**src/rtl/alu_pipe.sv**
```systemverilog
// alu_pipe: WIDTH-bit streaming ALU (arith/logic/compare/shift) with a registered result bus and status flags.
// Latency: 1 cycle for every op except DIV with B!=0, which lands WIDTH cycles after accept.
// Backpressure: a held result stays bit-stable while out_ready=0; in_ready drops while dividing or while a result is stuck.
//
// Ports:
//   CLK, RST            clock (rising edge), asynchronous active-high reset
//   in_valid/in_ready   operand handshake; A, B, ALU_FUN sampled on accept only
//   out_valid/out_ready result handshake
//   result              2*WIDTH result bus
//   carry_out, ovf_flag, zero_flag, dz_flag, unit_sel   flags registered alongside result
module alu_pipe #(
  parameter int WIDTH = 16
) (
  input  logic               CLK,
  input  logic               RST,
  input  logic               in_valid,
  output logic               in_ready,
  input  logic [WIDTH-1:0]   A,
  input  logic [WIDTH-1:0]   B,
  input  logic [3:0]         ALU_FUN,
  output logic               out_valid,
  input  logic               out_ready,
  output logic [2*WIDTH-1:0] result,
  output logic               carry_out,
  output logic               ovf_flag,
  output logic               zero_flag,
  output logic               dz_flag,
  output logic [3:0]         unit_sel
);

  localparam int SHW  = $clog2(WIDTH);
  localparam int SHW1 = SHW + 1;
  localparam int DW   = 2 * WIDTH;

  localparam logic [3:0] OP_ADD  = 4'b0000;
  localparam logic [3:0] OP_SUB  = 4'b0001;
  localparam logic [3:0] OP_MUL  = 4'b0010;
  localparam logic [3:0] OP_DIV  = 4'b0011;
  localparam logic [3:0] OP_AND  = 4'b0100;
  localparam logic [3:0] OP_OR   = 4'b0101;
  localparam logic [3:0] OP_NAND = 4'b0110;
  localparam logic [3:0] OP_NOR  = 4'b0111;
  localparam logic [3:0] OP_NOP  = 4'b1000;
  localparam logic [3:0] OP_EQ   = 4'b1001;
  localparam logic [3:0] OP_GT   = 4'b1010;
  localparam logic [3:0] OP_LT   = 4'b1011;
  localparam logic [3:0] OP_SHR  = 4'b1100;
  localparam logic [3:0] OP_SHL  = 4'b1101;
  localparam logic [3:0] OP_SRA  = 4'b1110;
  localparam logic [3:0] OP_ROL  = 4'b1111;

  localparam logic [SHW:0] WID_S = SHW1'(WIDTH);

  typedef enum logic [1:0] {
    IDLE    = 2'd0,
    DIV_RUN = 2'd1,
    HOLD    = 2'd2
  } state_t;

  state_t           state_q;
  logic             out_valid_q;
  logic [DW-1:0]    result_q;
  logic             carry_q;
  logic             ovf_q;
  logic             zero_q;
  logic             dz_q;
  logic [3:0]       unit_q;

  // Divider working registers: quo_q starts as the dividend and shifts out
  // MSB-first while quotient bits shift in at the bottom.
  logic [WIDTH-1:0] rem_q;
  logic [WIDTH-1:0] quo_q;
  logic [WIDTH-1:0] dvs_q;
  logic [SHW-1:0]   cnt_q;

  logic             accept;
  logic             div_start;

  // ---------------- single-cycle datapath ----------------
  logic [WIDTH:0]   add_w;
  logic [WIDTH:0]   sub_w;
  logic [DW-1:0]    mul_w;
  logic [SHW-1:0]   sh;
  logic [SHW:0]     rsh;
  logic [WIDTH-1:0] sra_w;
  logic [WIDTH-1:0] rol_w;

  logic [DW-1:0]    res_d;
  logic             carry_d;
  logic             ovf_d;
  logic             dz_d;
  logic [3:0]       unit_d;

  assign sh    = B[SHW-1:0];
  assign rsh   = WID_S - {1'b0, sh};
  assign add_w = {1'b0, A} + {1'b0, B};
  assign sub_w = {1'b0, A} - {1'b0, B};
  assign mul_w = {{WIDTH{1'b0}}, A} * {{WIDTH{1'b0}}, B};
  assign sra_w = $signed(A) >>> sh;
  // For sh==0 the right shift is by WIDTH and contributes nothing.
  assign rol_w = (A << sh) | (A >> rsh);

  always_comb begin
    res_d   = '0;
    carry_d = 1'b0;
    ovf_d   = 1'b0;
    dz_d    = 1'b0;
    case (ALU_FUN)
      OP_ADD: begin
        res_d   = {{WIDTH{1'b0}}, add_w[WIDTH-1:0]};
        carry_d = add_w[WIDTH];
        ovf_d   = (A[WIDTH-1] == B[WIDTH-1]) && (add_w[WIDTH-1] != A[WIDTH-1]);
      end
      OP_SUB: begin
        res_d   = {{WIDTH{1'b0}}, sub_w[WIDTH-1:0]};
        carry_d = sub_w[WIDTH];  // borrow
        ovf_d   = (A[WIDTH-1] != B[WIDTH-1]) && (sub_w[WIDTH-1] != A[WIDTH-1]);
      end
      OP_MUL: begin
        res_d = mul_w;
        ovf_d = |mul_w[DW-1:WIDTH];
      end
      OP_DIV: begin
        // Only reaches the result register on divide-by-zero.
        res_d = {A, {WIDTH{1'b1}}};
        dz_d  = (B == '0);
      end
      OP_AND:  res_d = {{WIDTH{1'b0}}, A & B};
      OP_OR:   res_d = {{WIDTH{1'b0}}, A | B};
      OP_NAND: res_d = {{WIDTH{1'b0}}, ~(A & B)};
      OP_NOR:  res_d = {{WIDTH{1'b0}}, ~(A | B)};
      OP_NOP:  res_d = '0;
      OP_EQ:   res_d = (A == B) ? DW'(1) : '0;
      OP_GT:   res_d = (A > B)  ? DW'(2) : '0;
      OP_LT:   res_d = (A < B)  ? DW'(3) : '0;
      OP_SHR:  res_d = {{WIDTH{1'b0}}, A >> sh};
      OP_SHL:  res_d = {{WIDTH{1'b0}}, A << sh};
      OP_SRA:  res_d = {{WIDTH{1'b0}}, sra_w};
      OP_ROL:  res_d = {{WIDTH{1'b0}}, rol_w};
      default: res_d = '0;
    endcase
  end

  assign unit_d    = 4'b0001 << ALU_FUN[3:2];
  assign div_start = (ALU_FUN == OP_DIV) && (B != '0);

  // ---------------- restoring divide step ----------------
  logic [WIDTH:0]   rem_sh;
  logic [WIDTH:0]   trial;
  logic             ge;
  logic [WIDTH-1:0] rem_d;
  logic [WIDTH-1:0] quo_d;

  assign rem_sh = {rem_q, quo_q[WIDTH-1]};
  assign trial  = rem_sh - {1'b0, dvs_q};
  // rem_sh < 2*divisor always, so the top bit of the trial difference is
  // set exactly when the subtraction would go negative.
  assign ge     = ~trial[WIDTH];
  assign rem_d  = ge ? trial[WIDTH-1:0] : rem_sh[WIDTH-1:0];
  assign quo_d  = {quo_q[WIDTH-2:0], ge};

  // ---------------- handshake and control ----------------
  assign in_ready = !RST && (state_q != DIV_RUN) && (!out_valid_q || out_ready);
  assign accept   = in_valid && in_ready;

  always_ff @(posedge CLK or posedge RST) begin
    if (RST) begin
      state_q     <= IDLE;
      out_valid_q <= 1'b0;
      result_q    <= '0;
      carry_q     <= 1'b0;
      ovf_q       <= 1'b0;
      zero_q      <= 1'b0;
      dz_q        <= 1'b0;
      unit_q      <= '0;
      rem_q       <= '0;
      quo_q       <= '0;
      dvs_q       <= '0;
      cnt_q       <= '0;
    end else begin
      case (state_q)
        IDLE, HOLD: begin
          if (accept) begin
            if (div_start) begin
              state_q     <= DIV_RUN;
              out_valid_q <= 1'b0;
              rem_q       <= '0;
              quo_q       <= A;
              dvs_q       <= B;
              cnt_q       <= SHW'(WIDTH - 1);
            end else begin
              state_q     <= HOLD;
              out_valid_q <= 1'b1;
              result_q    <= res_d;
              carry_q     <= carry_d;
              ovf_q       <= ovf_d;
              zero_q      <= (res_d == '0);
              dz_q        <= dz_d;
              unit_q      <= unit_d;
            end
          end else if (state_q == HOLD && out_ready) begin
            state_q     <= IDLE;
            out_valid_q <= 1'b0;
          end
        end
        DIV_RUN: begin
          rem_q <= rem_d;
          quo_q <= quo_d;
          cnt_q <= cnt_q - SHW'(1);
          if (cnt_q == '0) begin
            state_q     <= HOLD;
            out_valid_q <= 1'b1;
            result_q    <= {rem_d, quo_d};
            carry_q     <= 1'b0;
            ovf_q       <= 1'b0;
            zero_q      <= ({rem_d, quo_d} == '0);
            dz_q        <= 1'b0;
            unit_q      <= 4'b0001;
          end
        end
        default: begin
          state_q     <= IDLE;
          out_valid_q <= 1'b0;
        end
      endcase
    end
  end

  assign out_valid = out_valid_q;
  assign result    = result_q;
  assign carry_out = carry_q;
  assign ovf_flag  = ovf_q;
  assign zero_flag = zero_q;
  assign dz_flag   = dz_q;
  assign unit_sel  = unit_q;

endmodule
```
**config.mk**
```make
export PLATFORM = sky130hd
export DESIGN_NAME = alu_pipe
export DESIGN_NICKNAME = d
export VERILOG_FILES = /design/src/rtl/alu_pipe.sv
export SDC_FILE = /design/constraint.sdc
export NUM_CORES = 1
export LEC_CHECK = 0
export ABC_AREA = 0
export CORE_MARGIN = 10
export CORE_UTILIZATION = 58
export CTS_BUF_LIST = sky130_fd_sc_hd__clkbuf_16
export DETAILED_ROUTE_END_ITERATION = 10
export GPL_ROUTABILITY_DRIVEN = 0
export PLACE_DENSITY = 0.8
export SLEW_MARGIN = 20
export SYNTH_ARGS = -nofsm -noshare
export SYNTH_HDL_FRONTEND = slang
export SYNTH_SLANG_ARGS = --single-unit
```
**constraint.sdc**
```tcl
create_clock -name CLK -period 3.7 [get_ports CLK]
set_input_delay 0.74 -clock CLK [delete_from_list [all_inputs] [get_ports CLK]]
set_output_delay 0.74 -clock CLK [all_outputs]
set_load 0.05 [all_outputs]
```
==> impl_metrics.env, run 1 <==
export IMPL_status="did not finish"
export IMPL_stop_stage="global routing (5_1_grt)"
export IMPL_tool_error="[ERROR GRT-0232] Routing congestion too high. Check the congestion heatmap in the GUI."
export IMPL_die_w_um=200
export IMPL_cts_sinks=94
export IMPL_die_h_um=200
export IMPL_ys_async_sr_fraction=1.00
export IMPL_cts_made_buffers=9
export IMPL_grt_max_degree=79
export IMPL_ys_ff_latch=94
export IMPL_yosysWarnings=0
export IMPL_io_pins=82
export IMPL_synth_edf_count=0
export IMPL_synth_net_count=2781
export IMPL_gr_total_overflow=65
export IMPL_placed_cells=3214
export IMPL_cts_max_path_buffers=2
export IMPL_start_util=0.592
export IMPL_post_dp_cell_area_um2=23800
export IMPL_portBuffers=81
export IMPL_root_buffer="clkbuf_16"
export IMPL_syn_area_per_cell_um2=7.92
export IMPL_place_ws_ns=-4.18
export IMPL_netlist_area_um2=18800
export IMPL_grt_usage=0.692
export IMPL_dp_hpwl_um=63200
export IMPL_synthCells=2373
export IMPL_rows=65
export IMPL_htreeDepth=3
export IMPL_synthFlopType="dfrtp_1"
export IMPL_ys_seq_area_frac=0.125
export IMPL_synth_cell_types=87
export IMPL_hold_buffers=0
[per-layer routing]
layer	track usage	overflow
met1	0.671	1
met3	0.622	5
met5	0.375	1
met4	0.656	26
met2	0.816	32
[Yosys cell counts, drive strengths merged (16+ instances only)]
cell	number	area, um^2
xor2	29	254
a31oi	30	188
nor3	42	210
clkbuf	112	420
o21ai	119	596
mux4	24	552
o22ai	28	175
o31ai	19	143
nor4	21	131
xnor2	23	201
nor2b	23	144
nand2b	17	106
mux2i	45	450
nand2	319	1200
nand3	47	235
ha	171	2140
inv	304	1140
a21oi	104	521
dfrtp	94	2350
nand4	16	100
fa	197	3940
buf	43	191
a211oi	35	263
nor2	234	878
a21o	25	188
[cells by family after synthesis]
| kind of cell | Yosys count | synth area share |
|---|---|---|
| XOR/XNOR | 52 | 0.0242 |
| multiplexers | 82 | 0.0612 |
| flip-flops | 94 | 0.125 |
| adder cells (fa/ha/maj) | 368 | 0.324 |
| buffers and inverters | 467 | 0.0949 |
| AO/OA/AOI/OAI | 514 | 0.181 |
| AND/OR/NAND/NOR | 796 | 0.189 |
[timing repair]
action / CTS
gates resized for setup: 522
cloned: 3
endpoints found under the setup margin: 37
pin swaps: 156
setup buffers: 81
[metrics by stage]
step                      setup TNS (ns)  utilization
after floorplan                   -74.39            -
after global placement           -108.51        0.751
after detailed placement         -111.91        0.751
after CTS                         -72.03        0.830
==> run 2: changes to the inputs <==
Settings changed: CORE_UTILIZATION 58 to 40, CTS_BUF_LIST sky130_fd_sc_hd__clkbuf_16 to default, PLACE_DENSITY 0.8 to default, PLACE_DENSITY_LB_ADDON from default to 0.15.
Clock period 3.7 ns to 4.8 ns, I/O delays scaled along.
==> run 2 against run 1 <==
- the flow now finishes, with violations (setup timing)
- synthesized area unchanged
- synthesized cell count did not move
==> impl_metrics.env, run 2 <==
export IMPL_status="finished, violations left"
export IMPL_violations="setup timing"
export IMPL_fmax_mhz=141
export IMPL_final_area_um2=26400
export IMPL_r2r_slack_ns=0.87
export IMPL_cp_slowest_cell="fa_1"
export IMPL_finalPower_mw=22.4
export IMPL_critPathTopFamily="adder cells"
export IMPL_final_cell_mix="buf_4, nand2_1, inv_1"
export IMPL_synth_edf_count=0
export IMPL_post_dp_cell_area_um2=23800
export IMPL_wl_met1_um=33500
export IMPL_cp_arrival_ns=7.39
export IMPL_r2r_start="quo_q[15]"
export IMPL_critPathKind="input pin to flip-flop"
export IMPL_cp_slowest_stage_delay_ns=0.57
export IMPL_die_h_um=237
export IMPL_synth_net_count=2781
export IMPL_start_util=0.404
export IMPL_multi_input_area_um2=16300
export IMPL_startpoint_type="input pin"
export IMPL_vias_per_cell=5.90
export IMPL_ir_drop_mv=1.04
export IMPL_synth_common_cells="nand2_1, inv_1, nor2_1"
export IMPL_antenna_found_initial=2
export IMPL_rsz0062_at_grt="yes"
export IMPL_reg2reg_depth=19
export IMPL_cts_made_buffers=9
export IMPL_htreeDepth=3
export IMPL_topRoutingLayerUsed="met5"
export IMPL_route_antenna_remaining_nets=0
export IMPL_min_to="cnt_q[3]"
export IMPL_io_pins=82
export IMPL_clk_pin_slew_ns=0.08
export IMPL_synth_most_common_cell="nand2_1"
export IMPL_min_from="cnt_q[3]"
export IMPL_post_route_min_period_ns=7.10
export IMPL_clkLatencyLatePin_ns=0.36
export IMPL_synthFlopType="dfrtp_1"
export IMPL_ys_ff_latch=94
export IMPL_ys_seq_area_frac=0.125
export IMPL_powerDensity_nw_per_um2=846
export IMPL_clock_skew_ns=0.0102
export IMPL_leakage_nw=12.3
export IMPL_final_common_cell="buf_4"
export IMPL_yosysTopAreaCell="fa_1"
export IMPL_drv_slew=0
export IMPL_grt_pass1_wl_um=125000
export IMPL_areaGrowthSynthToFinish_pct=40.8
export IMPL_setup_slack_ns=-2.30
export IMPL_largest_register_ffs=32
export IMPL_synth_top_cell_area_share=0.210
export IMPL_portBuffers=81
export IMPL_worstPathRequired_ns=5.09
export IMPL_finalSetupViolCount=29
export IMPL_routed_wl_um=83800
export IMPL_cp_num_buf_inv=5
export IMPL_hold_viol_final=0
export IMPL_worst_slew_pin_slew_ns=0.954
export IMPL_drv_cap=0
export IMPL_slew_headroom=0.364
export IMPL_nets=3269
export IMPL_vias=20500
export IMPL_route_met2_wl_um=36900
export IMPL_cts_tree="built"
export IMPL_cts_sinks=94
export IMPL_cp_max_fo=4
export IMPL_dp_hpwl_um=66000
export IMPL_die_area_um2=56000
export IMPL_hold_buffers=0
export IMPL_drt_iter0_drc=2360
export IMPL_yosysWarnings=0
export IMPL_fill_cells=4183
export IMPL_grt_pass1_vias=20400
export IMPL_post_route_period_util=1.48
export IMPL_rows=79
export IMPL_hold_path_class="flip-flop to flip-flop"
export IMPL_gr_total_overflow=0
export IMPL_grt_max_degree=79
export IMPL_synthCells=2373
export IMPL_end_kind="flip-flop"
export IMPL_cp_cell_sequence="buf_8, clkinvlp_4, buf_6, nor2_2, fa_1, fa_1, fa_1, fa_2, fa_1, inv_1, fa_1, inv_2, ha_4, a21o_1, or3_4, o21ba_4, a221oi_4, o211ai_1, xor2_1, a22o_1, or4_1, nor4b_2, nand4_1, o21ai_1"
export IMPL_core_um2=46500
export IMPL_min_delay_path_depth=1
export IMPL_timing_rr_end="result[28]"
export IMPL_die_w_um=237
export IMPL_synth_cell_types=87
export IMPL_drive_gt1_frac=0.333
export IMPL_grt_usage=0.288
export IMPL_cts_max_path_buffers=2
export IMPL_ys_async_sr_fraction=1.00
export IMPL_route_met3_wl_um=8290
export IMPL_wl_per_cell_um=24.1
export IMPL_syn_area_per_cell_um2=7.92
export IMPL_dr_pass1_iters=6
export IMPL_fin_tns_setup_ns=-47.91
export IMPL_synth_area_top_cells="fa_1, dfrtp_1, ha_1"
export IMPL_route_detailed_drc=0
export IMPL_path_common_cell="fa_1"
export IMPL_regArea_um2=2350
export IMPL_root_buffer="clkbuf_16"
export IMPL_timing_hold_ws_ns=0.469
export IMPL_netlist_area_um2=18800
run 2: how the worst max path moves through the flow:
stage               depth (start not counted)  slack, ns  from         to
finish                                     24      -2.30  A[3]  zero_flag
CTS                                        27      -2.41  B[4]  zero_flag
detailed placement                         27      -3.49  B[6]  zero_flag
floorplan                                  29      -2.77  B[2]  zero_flag
global route                               24      -2.45  A[3]  zero_flag
global placement                           27      -3.41  B[4]  zero_flag
run 2: metal layers:
metal | up-vias | GRT usage
met1 | 9934 | 0.370
li1 | 9032 | -
met4 | 4 | 0.144
met2 | 1231 | 0.447
met5 | - | 0
met3 | 298 | 0.0650
run 2: area by class of cell:
cell class                      count  area share
Timing Repair Buffer              632       0.210
Sequential cell                    94      0.0890
Antenna cell                        1   0.0000946
Multi-Input combinational cell   1812       0.615
Inverter                          312      0.0463
Tap cell                          607      0.0287
Clock inverter                      7     0.00256
Clock buffer                        9     0.00852
run 2: cell families after synthesis:
logic type	Yosys count	synth area share
AND/OR/NAND/NOR	796	0.189
AO/OA/AOI/OAI	514	0.181
buffers and inverters	467	0.0949
adder cells (fa/ha/maj)	368	0.324
flip-flops	94	0.125
multiplexers	82	0.0612
XOR/XNOR	52	0.0242
run 2: report_power, final:
group | switching [mW] | internal (mW)
combinational | 10.8 | 9.60
sequential | 0.232 | 1.06
clock | 0.355 | 0.366
total | 11.3 | 11.0
run 2: worst register-to-register path, delay by kind of cell, from the launching register on:
kind                     cells  cell delay [ns]
AO/OA/AOI/OAI                8             1.42
buffers and inverters        5             0.83
adder cells (fa/ha/maj)      2             0.60
flip-flops                   1             0.42
AND/OR/NAND/NOR              3             0.40
XOR/XNOR                     1             0.14
run 2: what timing repair did:
item,4_1_cts,5_1_grt
pin swaps,140,128
endpoints found under the setup margin,32,32
hold endpoints to repair,0,0
cloned,0,2
buffers inserted,70,30
resized for setup,360,196
run 2: metrics by stage:
stage	cells	utilization	setup slack, ns
global route	3474	0.569	-2.45
finish	3474	0.569	-2.30
global placement	3371	0.512	-3.41
CTS	3452	0.550	-2.41
floorplan	2373	-	-2.77
detailed placement	3371	0.512	-3.49
Note: power is estimated with default switching activity, not from simulation.
==> run 3: changes to the inputs <==
Settings changed: CTS_CLUSTER_DIAMETER from default to 100.
==> results of run 3 <==
No change in the layout: final DEF, timing and power equal those of run 2.
